<file path="src/rtl/upc_frame_tx.sv">
// upc_frame_tx: serialises a {U,P,C,M} item record as start, 4 data bits, even parity, stop
module upc_frame_tx #(
    parameter int BIT_CYCLES = 4
) (
    input  logic       clk,
    input  logic       reset_n,
    input  logic       in_valid,
    input  logic [2:0] upc,
    input  logic       mark,
    output logic       in_ready,
    output logic       tx,
    output logic       busy,
    output logic       frame_done,
    output logic [7:0] frame_count
);
    typedef enum logic [2:0] {IDLE, START, DATA, PARITY, STOP} state_t;

    localparam logic [7:0] LAST = 8'(BIT_CYCLES - 1);

    state_t     state, state_n;
    logic [7:0] cnt, cnt_n, count_n;
    logic [1:0] idx, idx_n;
    logic [3:0] rec, rec_n;
    logic       tx_n, done_n, last;

    assign last = cnt == LAST;

    // next-state, bit timing and next values of the registered outputs
    always_comb begin
        state_n = state;
        cnt_n   = last ? 8'd0 : cnt + 8'd1;
        idx_n   = idx;
        rec_n   = rec;
        done_n  = 1'b0;
        count_n = frame_count;
        case (state)
            IDLE: begin
                cnt_n = 8'd0;
                if (in_valid && in_ready) begin
                    state_n = START;
                    rec_n   = {upc, mark};
                end
            end
            START:  if (last) state_n = DATA;
            DATA: begin
                if (last) begin
                    idx_n = idx + 2'd1;
                    if (idx == 2'd3) state_n = PARITY;
                end
            end
            PARITY: if (last) state_n = STOP;
            STOP: begin
                if (last) begin
                    state_n = IDLE;
                    done_n  = 1'b1;
                    count_n = frame_count + 8'd1;
                end
            end
            default: state_n = IDLE;
        endcase
        tx_n = (state_n == START)  ? 1'b0 :
               (state_n == DATA)   ? rec_n[~idx_n] :
               (state_n == PARITY) ? ^rec_n : 1'b1;
    end

    // state and output registers with synchronous active-low reset
    always_ff @(posedge clk) begin
        if (!reset_n) begin
            state       <= IDLE;
            cnt         <= 8'd0;
            idx         <= 2'd0;
            rec         <= 4'd0;
            tx          <= 1'b1;
            in_ready    <= 1'b1;
            busy        <= 1'b0;
            frame_done  <= 1'b0;
            frame_count <= 8'd0;
        end else begin
            state       <= state_n;
            cnt         <= cnt_n;
            idx         <= idx_n;
            rec         <= rec_n;
            tx          <= tx_n;
            in_ready    <= state_n == IDLE;
            busy        <= state_n != IDLE;
            frame_done  <= done_n;
            frame_count <= count_n;
        end
    end
endmodule

</file>
<file path="config.mk">
export PLATFORM = sky130hd
export DESIGN_NAME = upc_frame_tx
export DESIGN_NICKNAME = d
export VERILOG_FILES = /design/src/rtl/upc_frame_tx.sv
export SDC_FILE = /design/constraint.sdc
export NUM_CORES = 1
export LEC_CHECK = 0
export CORE_MARGIN = 5
export CORE_UTILIZATION = 57
export CTS_CLUSTER_DIAMETER = 150
export CTS_CLUSTER_SIZE = 20
export DETAILED_ROUTE_END_ITERATION = 10
export PLACE_DENSITY_LB_ADDON = 0.05
export SKIP_CTS_REPAIR_TIMING = 1
export SYNTH_ARGS = -nofsm -noshare
export SYNTH_HDL_FRONTEND = slang
export SYNTH_SLANG_ARGS = --single-unit
</file>
<file path="constraint.sdc">
create_clock -name clk -period 4.5 [get_ports clk]
set_input_delay 1.35 -clock clk [delete_from_list [all_inputs] [get_ports clk]]
set_output_delay 1.35 -clock clk [all_outputs]
set_load 0.05 [all_outputs]
</file>
==> flow_summary.yaml, run 1 <==
sta:
  min_period_ns: 2.93
  finalHoldViolCount: 0
  fin_tns_setup_ns: 0
  timing.final.ws_setup_ns: 1.57
  worst_pin_slew_ns: 0.598
  fmax_mhz: 342
  setup_viol: 0
  drv_slew: 0
  skew_ns: 0.00488
  post-route-period-util_pct: 65.0
  rsz0062_at_grt: "false"
  hold-worst-slack_ns: 0.455
  slew_headroom_pct: 60.0
detailed_routing:
  drtAntennaViolNets: 0
  wire_per_inst_um: 14.1
  drtIter0Drc: 79
  drtPass1Iterations: 4
  finalWirelength_mm: 2.80
  viasPerCell: 5.91
  drc: 0
  vias: 1170
clock_network:
  cts_sinks: 29
  clk_pin_slew_ns: 0.08
  cts_tree: "yes"
  clock_path_buffers: 2
  clk_latency_ns: 0.33
  ctsRootBufferMaster: "clkbuf_4"
  htree_levels: 2
  cts_made_buffers: 5
worst_setup_path:
  critPathCaptureType: "primary output"
  critPathMaxStageDelay_ns: 0.83
  crit_family: "buffers and inverters"
  path_cells: "clkdlybuf4s50_1"
  crit_type: "register to primary output"
  cp.required_ns: 3.15
  start_kind: "register"
  path_max_fanout: 5
  cp_slowest_cell: "clkdlybuf4s50_1"
  worst-path-buf-inv: 1
  cp.arrival_ns: 1.58
global_routing:
  grt_use_met3_pct: 7.63
  grt_antenna_before_repair: 0
  grt_overflow_total: 0
  grt_pass1_wl_mm: 4.58
  grt_pass1_vias: 1043
  grt.total_usage_pct: 17.5
  use_met1_pct: 21.6
  busiest_layer: "met2"
  use_met2_pct: 26.4
  grt_max_degree: 22
run:
  maxCapViolations: 0
finish:
  fillers: 173
  nets: 180
  multi_input_area_um2: 769
  design_area_um2: 1640
  seqCellArea_um2: 581
  drive_gt1_share_pct: 7.65
  post-route-util_pct: 71.9
  diodes: 0
  syn_to_final_growth_pct: 18.0
synthesis:
  synth_cells: 150
  synth_edf_count: 0
  yosysTopAreaCellShare_pct: 41.9
  syn-cell-area_um2: 1390
  synth-async-reset-ratio_pct: 0
  netlist_top_cells_area: "dfxtp_1 42%, xnor2_1 6.9%, nor2_1 4.9%, xor2_1 3.8%, and2_1 3.6%"
  synth_seq_cells: 29
  avgSynthCellArea_um2: 9.24
  ys_seq_area_share_pct: 41.9
  yosysTopAreaCell: "dfxtp_1"
  syn_nets: 160
  synth_warnings: 0
  yosys.cell_types.count: 37
  synth-main-ff-cell: "dfxtp_1"
power:
  p_leak_nw: 0.631
  peakVddDrop_v: 0.000320
  p_per_area_nw_per_um2: 295
outcome:
  outcome: "finished, final reports clean"
place:
  dpl_worst_slack_ns: 1.50
  hpwlAfterDp_mm: 1.95
  place_area_um2: 1580
  gp_congestion: 0.788
  io_buffers: 18
die:
  start_util_pct: 60.9
  fp.dieW_um: 59.3
  boundaryPins: 19
  die-area_um2: 3520
  core_um2: 2280
  dieHeight_um: 59.3
  rows: 17
hold_path:
  hold_path.class: "register to register"
==> area by class of cell <==
type | instances | share of cell area [%]
Clock buffer | 7 | 3.37
Inverter | 4 | 0.918
Timing Repair Buffer | 18 | 11.0
Multi-Input combinational cell | 112 | 47.1
Tap cell | 28 | 2.14
Sequential cell | 29 | 35.5
==> per-stage QoR <==
stage               total power, mW  std cells
floorplan                     0.310        150
global placement              0.327        191
detailed placement            0.328        191
CTS                           0.485        198
global route                  0.503        198
finish                        0.482        198
==> cell usage after synthesis, types with 2 or more instances <==
| cell type | instances |
|---|---|
| dfxtp_1 | 29 |
| nor2_1 | 18 |
| xnor2_1 | 11 |
| and2_1 | 8 |
| nand2_1 | 7 |
| xor2_1 | 6 |
| nand3_1 | 5 |
| o21ai_0 | 5 |
| a21boi_0 | 4 |
| a311o_1 | 4 |
| a31oi_1 | 4 |
| and3_1 | 4 |
| inv_1 | 4 |
| nand4_1 | 4 |
| nor2b_1 | 4 |
| clkbuf_1 | 3 |
| ha_1 | 3 |
| or3_1 | 3 |
| and4_1 | 2 |
| buf_2 | 2 |
| mux2i_1 | 2 |
| nor3_1 | 2 |
| nor3b_1 | 2 |
==> final timing paths <==
| path | from | endpoint | slack (ns) | cells past startpoint |
|---|---|---|---|---|
| max | frame_count[3]$_SDFFE_PN0P_ | frame_count[3] | 1.57 | 1 |
| max reg2reg | cnt[0]$_SDFF_PP0_ | tx$_SDFF_PN1_ | 2.30 | 6 |
| min | cnt[0]$_SDFF_PP0_ | cnt[0]$_SDFF_PP0_ | 0.46 | 1 |
| min reg2reg | cnt[0]$_SDFF_PP0_ | cnt[0]$_SDFF_PP0_ | 0.46 | 1 |
==> placed cells by master, fill, tap and decap left out, types with 3 or more instances in the layout <==
cell type	n
a31oi_1	4
and3_1	4
a311o_1	4
nor2b_1	4
a21boi_0	4
nand4_1	4
inv_1	4
xnor2_1	11
o21ai_0	5
clkdlybuf4s50_1	18
ha_1	3
xor2_1	6
nor2_1	18
nand3_1	5
and2_1	8
or3_1	3
nand2_1	7
clkbuf_4	5
dfxtp_1	29
==> kinds of logic after synthesis <==
| kind of cell | count (synthesis) | synth area share [%] |
|---|---|---|
| XOR/XNOR | 17 | 10.7 |
| buffers and inverters | 9 | 2.62 |
| AND/OR/NAND/NOR | 68 | 29.0 |
| flip-flops | 29 | 41.9 |
| multiplexers | 2 | 1.44 |
| adder cells (fa/ha/maj) | 3 | 2.71 |
| AO/OA/AOI/OAI | 22 | 11.6 |
==> routing by layer <==
layer	part of all wire, %	vias up	routed length (um)
met1	42	547	1180
li1	-	570	-
met5	0	-	0
met4	1.5	0	42
met2	47	48	1330
met3	9.0	5	253
==> registers in the layout, indices dropped and copies added (netlist names) <==
signal       count
state            3
busy             1
frame_done       1
tx               1
rec              4
frame_count      8
idx              2
in_ready         1
cnt              8
==> power breakdown <==
part,total [mW],internal (mW),switching (mW)
Sequential,0.270,0.264,0.00678
Combinational,0.0534,0.0219,0.0315
Clock,0.158,0.0736,0.0847
No activity file was read; power rests on OpenSTA's default activity.
==> inputs of run 2 (changes only) <==
--- a/config.mk
+++ b/config.mk
@@ -6,7 +6,7 @@
 export NUM_CORES = 1
 export LEC_CHECK = 0
 export CORE_MARGIN = 5
-export CORE_UTILIZATION = 57
+export CORE_UTILIZATION = 53
 export CTS_CLUSTER_DIAMETER = 150
 export CTS_CLUSTER_SIZE = 20
 export DETAILED_ROUTE_END_ITERATION = 10
==> constraint.sdc (replaced) <==
create_clock -name clk -period 2.9 [get_ports clk]
set_input_delay 0.87 -clock clk [delete_from_list [all_inputs] [get_ports clk]]
set_output_delay 0.87 -clock clk [all_outputs]
set_load 0.05 [all_outputs]
==> run 2 against run 1 <==
Worst setup slack got worse by 1.1 ns. Sequential power increased by 56%. Global-route usage decreased by 0.26 points. Critical path type unchanged. Largest power group unchanged.
==> flow_summary.yaml, run 2 (same netlist as run 1, synthesis figures left out) <==
outcome:
  outcome: "finished, final reports clean"
run:
  maxCapViolations: 0
detailed_routing:
  vias: 1122
  wire_per_inst_um: 13.6
  drc: 0
  drtAntennaViolNets: 0
  drtIter0Drc: 26
  drtPass1Iterations: 4
  viasPerCell: 5.55
  finalWirelength_mm: 2.74
global_routing:
  grt.total_usage_pct: 17.2
  grt_pass1_vias: 1074
  grt_pass1_wl_mm: 4.66
  grt_max_degree: 13
  grt_antenna_before_repair: 0
  grt_overflow_total: 0
finish:
  nets: 181
  reg_top3: "cnt: 8 flops, frame_count: 8 flops, rec: 4 flops"
  post-route-util_pct: 65.7
  final_common_cell: "dfxtp_1"
  diodes: 0
  fillers: 220
  drive_gt1_share_pct: 8.72
  final_cell_mix: "29 x dfxtp_1, 18 x nor2_1, 18 x clkdlybuf4s50_1"
  final_cells: 202
  syn_to_final_growth_pct: 18.4
clock_network:
  clock_path_buffers: 2
  ctsRootBufferMaster: "clkbuf_4"
  cts_tree: "yes"
  htree_levels: 2
  clk_latency_ns: 0.32
  cts_sinks: 29
  cts_made_buffers: 5
  clk_pin_slew_ns: 0.09
place:
  io_buffers: 18
  hpwlAfterDp_mm: 2.09
  dp.cells: 194
  gp_congestion: 0.875
power:
  p_per_area_nw_per_um2: 444
  totalPowerFinal_mw: 0.728
  p_leak_nw: 0.636
  peakVddDrop_v: 0.000402
die:
  core_um2: 2500
  fp.dieW_um: 61.1
  rows: 18
  start_util_pct: 55.5
  boundaryPins: 19
  dieHeight_um: 61.1
  die-area_um2: 3740
worst_setup_path:
  cp_num_cells: 1
  cp-startpoint: "in_ready$_SDFF_PN1_"
  worst-path-buf-inv: 1
  reg2reg_depth: 6
  cp.required_ns: 2.03
  path_cells: "clkdlybuf4s50_1"
  start_kind: "register"
  timing.rr.start: "cnt[0]$_SDFF_PP0_"
  crit_family: "buffers and inverters"
  crit_type: "register to primary output"
  cp.arrival_ns: 1.57
  critPathCaptureType: "primary output"
  cp_slowest_cell: "clkdlybuf4s50_1"
  path_max_fanout: 5
  critPathMaxStageDelay_ns: 0.83
sta:
  rsz0062_at_grt: "false"
  min_period_ns: 2.44
  setup_viol: 0
  fmax_mhz: 409
  drv_slew: 0
  worst_pin_slew_ns: 0.501
  skew_ns: 0.0101
  finalHoldViolCount: 0
  fin_tns_setup_ns: 0
  slew_headroom_pct: 66.3
  post-route-period-util_pct: 84.2
hold_path:
  min_from: "cnt[0]$_SDFF_PP0_"
  hold-path-cell-count: 1
  hold_path.class: "register to register"
run 2: cell count changes in the layout (fill, tap and decap cells not counted):
| cell | before | now |
|---|---|---|
| buf_4 | 0 | 1 |
| clkbuf_8 | 1 | 0 |
| clkinv_2 | 0 | 2 |
run 2: area by class of cell:
type | instances | area, um2 | share of cell area, %
sequential | 29 | 581 | 35.4
timing repair buffer | 19 | 188 | 11.4
clock buffer | 6 | 41.3 | 2.52
inverter | 4 | 15.0 | 0.915
multi-input combinational | 112 | 769 | 46.9
clock inverter | 2 | 10.0 | 0.610
tap | 30 | 37.5 | 2.29
run 2: final timing paths:
path / to / slack [ns]
worst max-delay path: in_ready / 0.46
worst min-delay path: cnt[0]$_SDFF_PP0_ / 0.45
worst max register to register: tx$_SDFF_PN1_ / 0.75
worst min register to register: cnt[0]$_SDFF_PP0_ / 0.45
run 2: power breakdown:
group          total (mW)  switching, mW  internal, mW
Combinational      0.0825         0.0476        0.0349
Clock               0.226          0.134        0.0921
Sequential          0.420         0.0105         0.409
run 2: metrics by stage:
stage          hold WS, ns  area [um2]  worst slack, ns
2_1_floorplan        0.418        1390            0.935
3_3_place_gp         0.431        1590            0.472
3_5_place_dp         0.440        1590            0.404
4_1_cts              0.455        1640            0.448
5_1_grt              0.486        1640            0.400
6_report             0.452        1640            0.458
run 2: per-layer routing:
metal | GRT usage [%] | wire length [um] | share of wire, %
met1 | 19.8 | 1230 | 45
met2 | 28.5 | 1320 | 48
met4 | 8.98 | 44 | 1.6
met3 | 5.45 | 151 | 5.5
met5 | 0 | 0 | 0
==> variant 1: new RTL, config.mk and constraints of run 2 <==
Re-encode `state_t` (5 states) as one-hot, 5 bits wide.
--- a/src/rtl/upc_frame_tx.sv
+++ b/src/rtl/upc_frame_tx.sv
@@ -14,5 +14,5 @@
     output logic [7:0] frame_count
 );
-    typedef enum logic [2:0] {IDLE, START, DATA, PARITY, STOP} state_t;
+    typedef enum logic [4:0] {IDLE = 5'b00001, START = 5'b00010, DATA = 5'b00100, PARITY = 5'b01000, STOP = 5'b10000} state_t;
 
     localparam logic [7:0] LAST = 8'(BIT_CYCLES - 1);
Function: no difference found for any inputs over 10 cycles, from zero or initial values and one cycle with reset_n low; not proved beyond that.
==> variant 1 against run 2 <==
Sequential share of layout area shrank 2.5 points; wire length rose by 17%; cell count grew 11%; highest routed layer unchanged; core utilization rose by 1.6 points; sequential cell count increased by 2; critical endpoint is now frame_count[3]; worst setup slack worse by 0.034 ns; synthesized cell count rose by 13%; cell area grew 15%; count of clock-buffer cells in the layout did not move; synthesized area increased by 15%.
Power is not compared: it rests on default switching activity, and its combinational part moved more than twofold at a synthesized area within 25%.
==> variant 1: results (changes against run 2) <==
detailed_routing:
  drtPass1Iterations: 4  # unchanged
  drtIter0Drc: 86  # was 26
  drt-met1-wl_mm: 1.51  # was 1.23 mm
  num_vias: 1279  # was 1,122
  drc_errors: 0  # unchanged
  dr_wl_met2_mm: 1.49  # was 1.32 mm
  wl_per_cell_um: 14.4  # was 13.6 um
  routed-wl-met3_um: 177  # was 151 um
synth:
  synth.distinct_cells: 45  # was 37
  synthAdderAreaFrac_pct: 2.36  # was 2.71%
  synthArstFlopShare_pct: 0  # unchanged
  yosys-top-cells-area: "dfxtp_1 (39%), mux2i_1 (5.7%), xnor2_1 (5.0%)"  # was dfxtp_1 (42%), xnor2_1 (6.9%), nor2_1 (4.9%)
  syn_nets: 180  # was 160
  ys.flop_type: "dfxtp_1"  # unchanged
  synthMuxAreaShare_pct: 7.79  # was 1.44%
  seq_area_frac_synth_pct: 39.0  # was 41.9%
  synth_compound_area_share_pct: 13.8  # was 11.6%
  synth_common_cells: "dfxtp_1 (31), nor2_1 (16), nand2_1 (15), mux2i_1 (9), xnor2_1 (9)"  # was dfxtp_1 (29), nor2_1 (18), xnor2_1 (11), and2_1 (8), nand2_1 (7)
  synth_xor_area_share_pct: 8.81  # was 10.7%
place:
  pre_cts_slack_ns: 0.373  # was 0.404 ns
  post-dp-hpwl_mm: 2.37  # was 2.09 mm
  io_buffers: 18  # unchanged
  gp_congestion: 0.823  # was 0.875
sta:
  slew_headroom_pct: 59.7  # was 66.3%
  clock_skew_ns: 0.0134  # was 0.0101 ns
global_route:
  grt_pass1_wl_mm: 5.62  # was 4.66 mm
  grt_pass1_vias: 1239  # was 1,074
  overflow: 0  # unchanged
  grt_usage_pct: 17.0  # was 17.2%
  grt_max_degree: 21  # was 13
clock_tree:
  cts_max_level: 2  # unchanged
  numCtsBuffers: 5  # unchanged
  clk_pin_slew_ns: 0.11  # was 0.09 ns
  cts-root-buf: "clkbuf_4"  # unchanged
power_and_ir_drop:
  worst_ir_drop_vdd_v: 0.000345
  p_leak_uw: 0.000695
layout:
  layout.nets: 202  # was 181
  drive_gt1_share_pct: 13.0  # was 8.72%
  reg.largest.list: "cnt x8, frame_count x8, state x5"  # was cnt x8, frame_count x8, rec x4
run_status:
  status: "completed"  # unchanged
setup_path:
  crit_family: "buffers and inverters"  # unchanged
  path_max_fanout: 5  # unchanged
  arrival_ns: 1.61  # was 1.57 ns
  ff2ff_path_depth: 6  # unchanged
[variant 1: changes by cell type in the layout (fill, tap and decap cells not counted), sizes merged, moves of 3 or more]
| cell | before | now |
|---|---|---|
| nand2 | 8 | 15 |
| nor4 | 0 | 4 |
| a311o | 4 | 0 |
| mux2 | 0 | 3 |
| nand2b | 0 | 4 |
| mux2i | 2 | 9 |
| a31oi | 4 | 0 |
[variant 1: stage by stage]
step	cells	cell area, um^2	power (uW)
floorplan	170	1590	591
global placement	216	1800	637
detailed placement	216	1800	641
CTS	224	1890	995
global route	224	1890	1030
finish	224	1890	990
[variant 1: metal layers]
| layer | up-vias | track usage [%] |
|---|---|---|
| met1 | 590 | 20.7 |
| met4 | 0 | 4.75 |
| met3 | 5 | 5.70 |
| met5 | - | 0 |
| li1 | 652 | - |
| met2 | 32 | 28.6 |
[variant 1: layout make-up]
cell class / instances / area (um^2)
flip-flops and latches: 31 / 621
fillers: 242 / 917
inverters: 3 / 11.3
well taps: 31 / 38.8
multi-input cells: 132 / 943
clock buffers: 6 / 51.3
repair buffers: 19 / 188
clock inverters: 2 / 35.0
[variant 1: worst register-to-register path, cell delays in order (launching register included)]
cell and delay (ns):
dfxtp_1 0.38, ha_1 0.24, or3b_2 0.54, nor4_4 0.59, nand4_2 0.23, o211ai_1 0.22, o31ai_1 0.09
[variant 1: logic make-up (layout without fill, tap and decap cells)]
group,count (synthesis),in the layout
AND/OR/NAND/NOR,73,73
flip-flops,31,31
AO/OA/AOI/OAI,28,28
XOR/XNOR,16,16
multiplexers,12,12
buffers and inverters,7,30
adder cells (fa/ha/maj),3,3
[variant 1: path summary, 6_finish.rpt]
kind / startpoint / to / slack (ns)
setup / recovery: frame_count[3] / frame_count[3] / 0.42
hold / removal: cnt[0] / cnt[0] / 0.47
setup reg to reg: cnt[0] / frame_count[7] / 0.51
hold reg to reg: cnt[0] / cnt[0] / 0.47
[variant 1: power breakdown]
group	switching (uW)	internal (uW)
sequential	20.1	445
combinational	98.4	68.9
clock	153	204
total	272	718
==> variant 2: new RTL, settings of run 2 <==
Without the edit above. Reset style: asynchronous (`reset_n`), changed in one clocked block. Comments in the files are not updated.
--- a/src/rtl/upc_frame_tx.sv
+++ b/src/rtl/upc_frame_tx.sv
@@ -65,5 +65,5 @@
 
     // state and output registers with synchronous active-low reset
-    always_ff @(posedge clk) begin
+    always_ff @(posedge clk or negedge reset_n) begin
         if (!reset_n) begin
             state       <= IDLE;
Behaviour: differs if reset_n is asserted again (counterexample within 4 cycles, from zero or initial values and one cycle with reset_n low); with reset_n held inactive, the same outputs for 10 cycles.
==> variant 2 against run 2 <==
Clock skew shrank 0.00059 ns; synthesized area grew 2.1%; sequential share of layout area grew 8.2 points; cell area grew 1.8%; first-iteration DRC count shrank 23%; sequential cell count is the same; hold slack gained 0.044 ns; count of clock-buffer cells in the layout grew 2; wire length shrank 10%; non-clock buffer count is the same; worst setup slack lost 0.075 ns; critical endpoint unchanged.
Power is not compared: it rests on default switching activity, and its combinational part moved more than twofold at a synthesized area within 25%.
==> variant 2: results (changes against run 2) <==
synth:
  syn_nets: 130  # was 160
  ys.flop_type: "dfrtp_1"  # was dfxtp_1
  synth_top_area_share_pct: 47.7  # was 41.9%
  synthArstFlopShare_pct: 100  # was 0%
  synth_common_cells: "dfrtp_1 (27), nor2_1 (13), xnor2_1 (13), xor2_1 (8)"  # was dfxtp_1 (29), nor2_1 (18), xnor2_1 (11), and2_1 (8), nand2_1 (7)
  synth-warning-count: 0  # unchanged
  yosys-top-cells-area: "dfrtp_1 (48%), xnor2_1 (8.0%), xor2_1 (5.0%)"  # was dfxtp_1 (42%), xnor2_1 (6.9%), nor2_1 (4.9%)
  seq_area_frac_synth_pct: 51.5  # was 41.9%
  synth.distinct_cells: 35  # was 37
setup_path:
  cp_slowest_cell: "clkdlybuf4s50_1"  # unchanged
  arrival_ns: 1.65  # was 1.57 ns
  crit_family: "buffers and inverters"  # unchanged
  path_max_fanout: 2  # was 5
  cpPeakStageDelay_ns: 0.79  # was 0.83 ns
layout:
  fillers: 213  # was 220
  drive_gt1_share_pct: 16.7  # was 8.72%
  layout.nets: 153  # was 181
  diodes: 0  # unchanged
place:
  post-dp-hpwl_mm: 1.75  # was 2.09 mm
  io_buffers: 18  # unchanged
  gp_congestion: 0.806  # was 0.875
  pre_cts_slack_ns: 0.356  # was 0.404 ns
global_route:
  grt_pass1_vias: 947  # was 1,074
  grt_usage_pct: 15.9  # was 17.2%
  grt_max_degree: 30  # was 13
  antenna_found_initial: 0  # unchanged
  grt_pass1_wl_mm: 4.16  # was 4.66 mm
run_status:
  status: "completed"  # unchanged
detailed_routing:
  num_vias: 929  # was 1,122
  drtPass1Iterations: 4  # unchanged
  drtIter0Drc: 20  # was 26
  wl_per_cell_um: 14.1  # was 13.6 um
sta:
  slew_headroom_pct: 66.5  # was 66.3%
  clock_skew_ns: 0.00948  # was 0.0101 ns
clock_tree:
  cts_max_level: 2  # unchanged
  cts_buffer_depth: 2  # unchanged
  clock_latency_ns: 0.33
  clk_pin_slew_ns: 0.08
min_path:
  hp-class: "flip-flop to flip-flop"  # unchanged
power_and_ir_drop:
  p_leak_uw: 0.000758
[variant 2: cell count changes after synthesis, sizes merged, moves of 3 or more]
cell	delta
nand2	-3
dfrtp	+27
nor2b	-3
or3	-3
o21ai	-3
a31oi	-3
a21boi	-4
clkbuf	-3
and2	-9
a311o	-3
nor2	-5
dfxtp	-29
[variant 2: cell families after synthesis]
family	synth area share [%]
muxes	6.28
adders and majority gates	2.65
and+or+nand+nor	19.3
xor gates and xnor gates	13.0
AOI/OAI and AO/OA	4.51
buffers and inverters	2.83
DFF	51.5
[variant 2: stage by stage]
step	area [um^2]	std cells	utilization [%]
2_1_floorplan	1420	120	-
3_3_place_gp	1620	166	64.3
3_5_place_dp	1620	166	64.3
4_1_cts	1670	174	66.3
5_1_grt	1670	174	66.3
6_report	1670	174	66.3
[variant 2: final cells by class]
cell class | count | area, um^2 | area share, %
Sequential cell | 29 | 728 | 43.6
Multi-Input combinational cell | 82 | 647 | 38.7
Timing Repair Buffer | 19 | 188 | 11.2
Clock buffer | 8 | 48.8 | 2.92
Tap cell | 30 | 37.5 | 2.25
Inverter | 6 | 22.5 | 1.35
[variant 2: power breakdown]
part | internal [uW] | total, uW | leakage, uW | switching (uW)
Clock | 96.4 | 229 | 0.0000265 | 132
Sequential | 515 | 613 | 0.000379 | 97.7
Combinational | 257 | 577 | 0.000353 | 320
Total | 869 | 1420 | 0.000758 | 550
[variant 2: path summary, 6_finish.rpt]
kind                                 from              to  slack, ns  depth (start not counted)
max in group asynchronous         reset_n        in_ready       1.66                          2
setup reg to reg                   cnt[0]  frame_count[7]       0.76                          6
min in group asynchronous         reset_n          rec[3]       0.91                          2
setup / recovery                 in_ready        in_ready       0.38                          1
hold reg to reg            frame_count[7]  frame_count[7]       0.50                          1
hold / removal             frame_count[7]  frame_count[7]       0.50                          1
[variant 2: routing by layer]
layer  up-vias  global-route usage (%)  routed length (um)
met3         5                    6.92                 125
met1       440                    18.2                1060
li1        461                       -                   -
met2        23                    25.3                1220
met5         -                       0                   0
met4         0                    8.18                  50
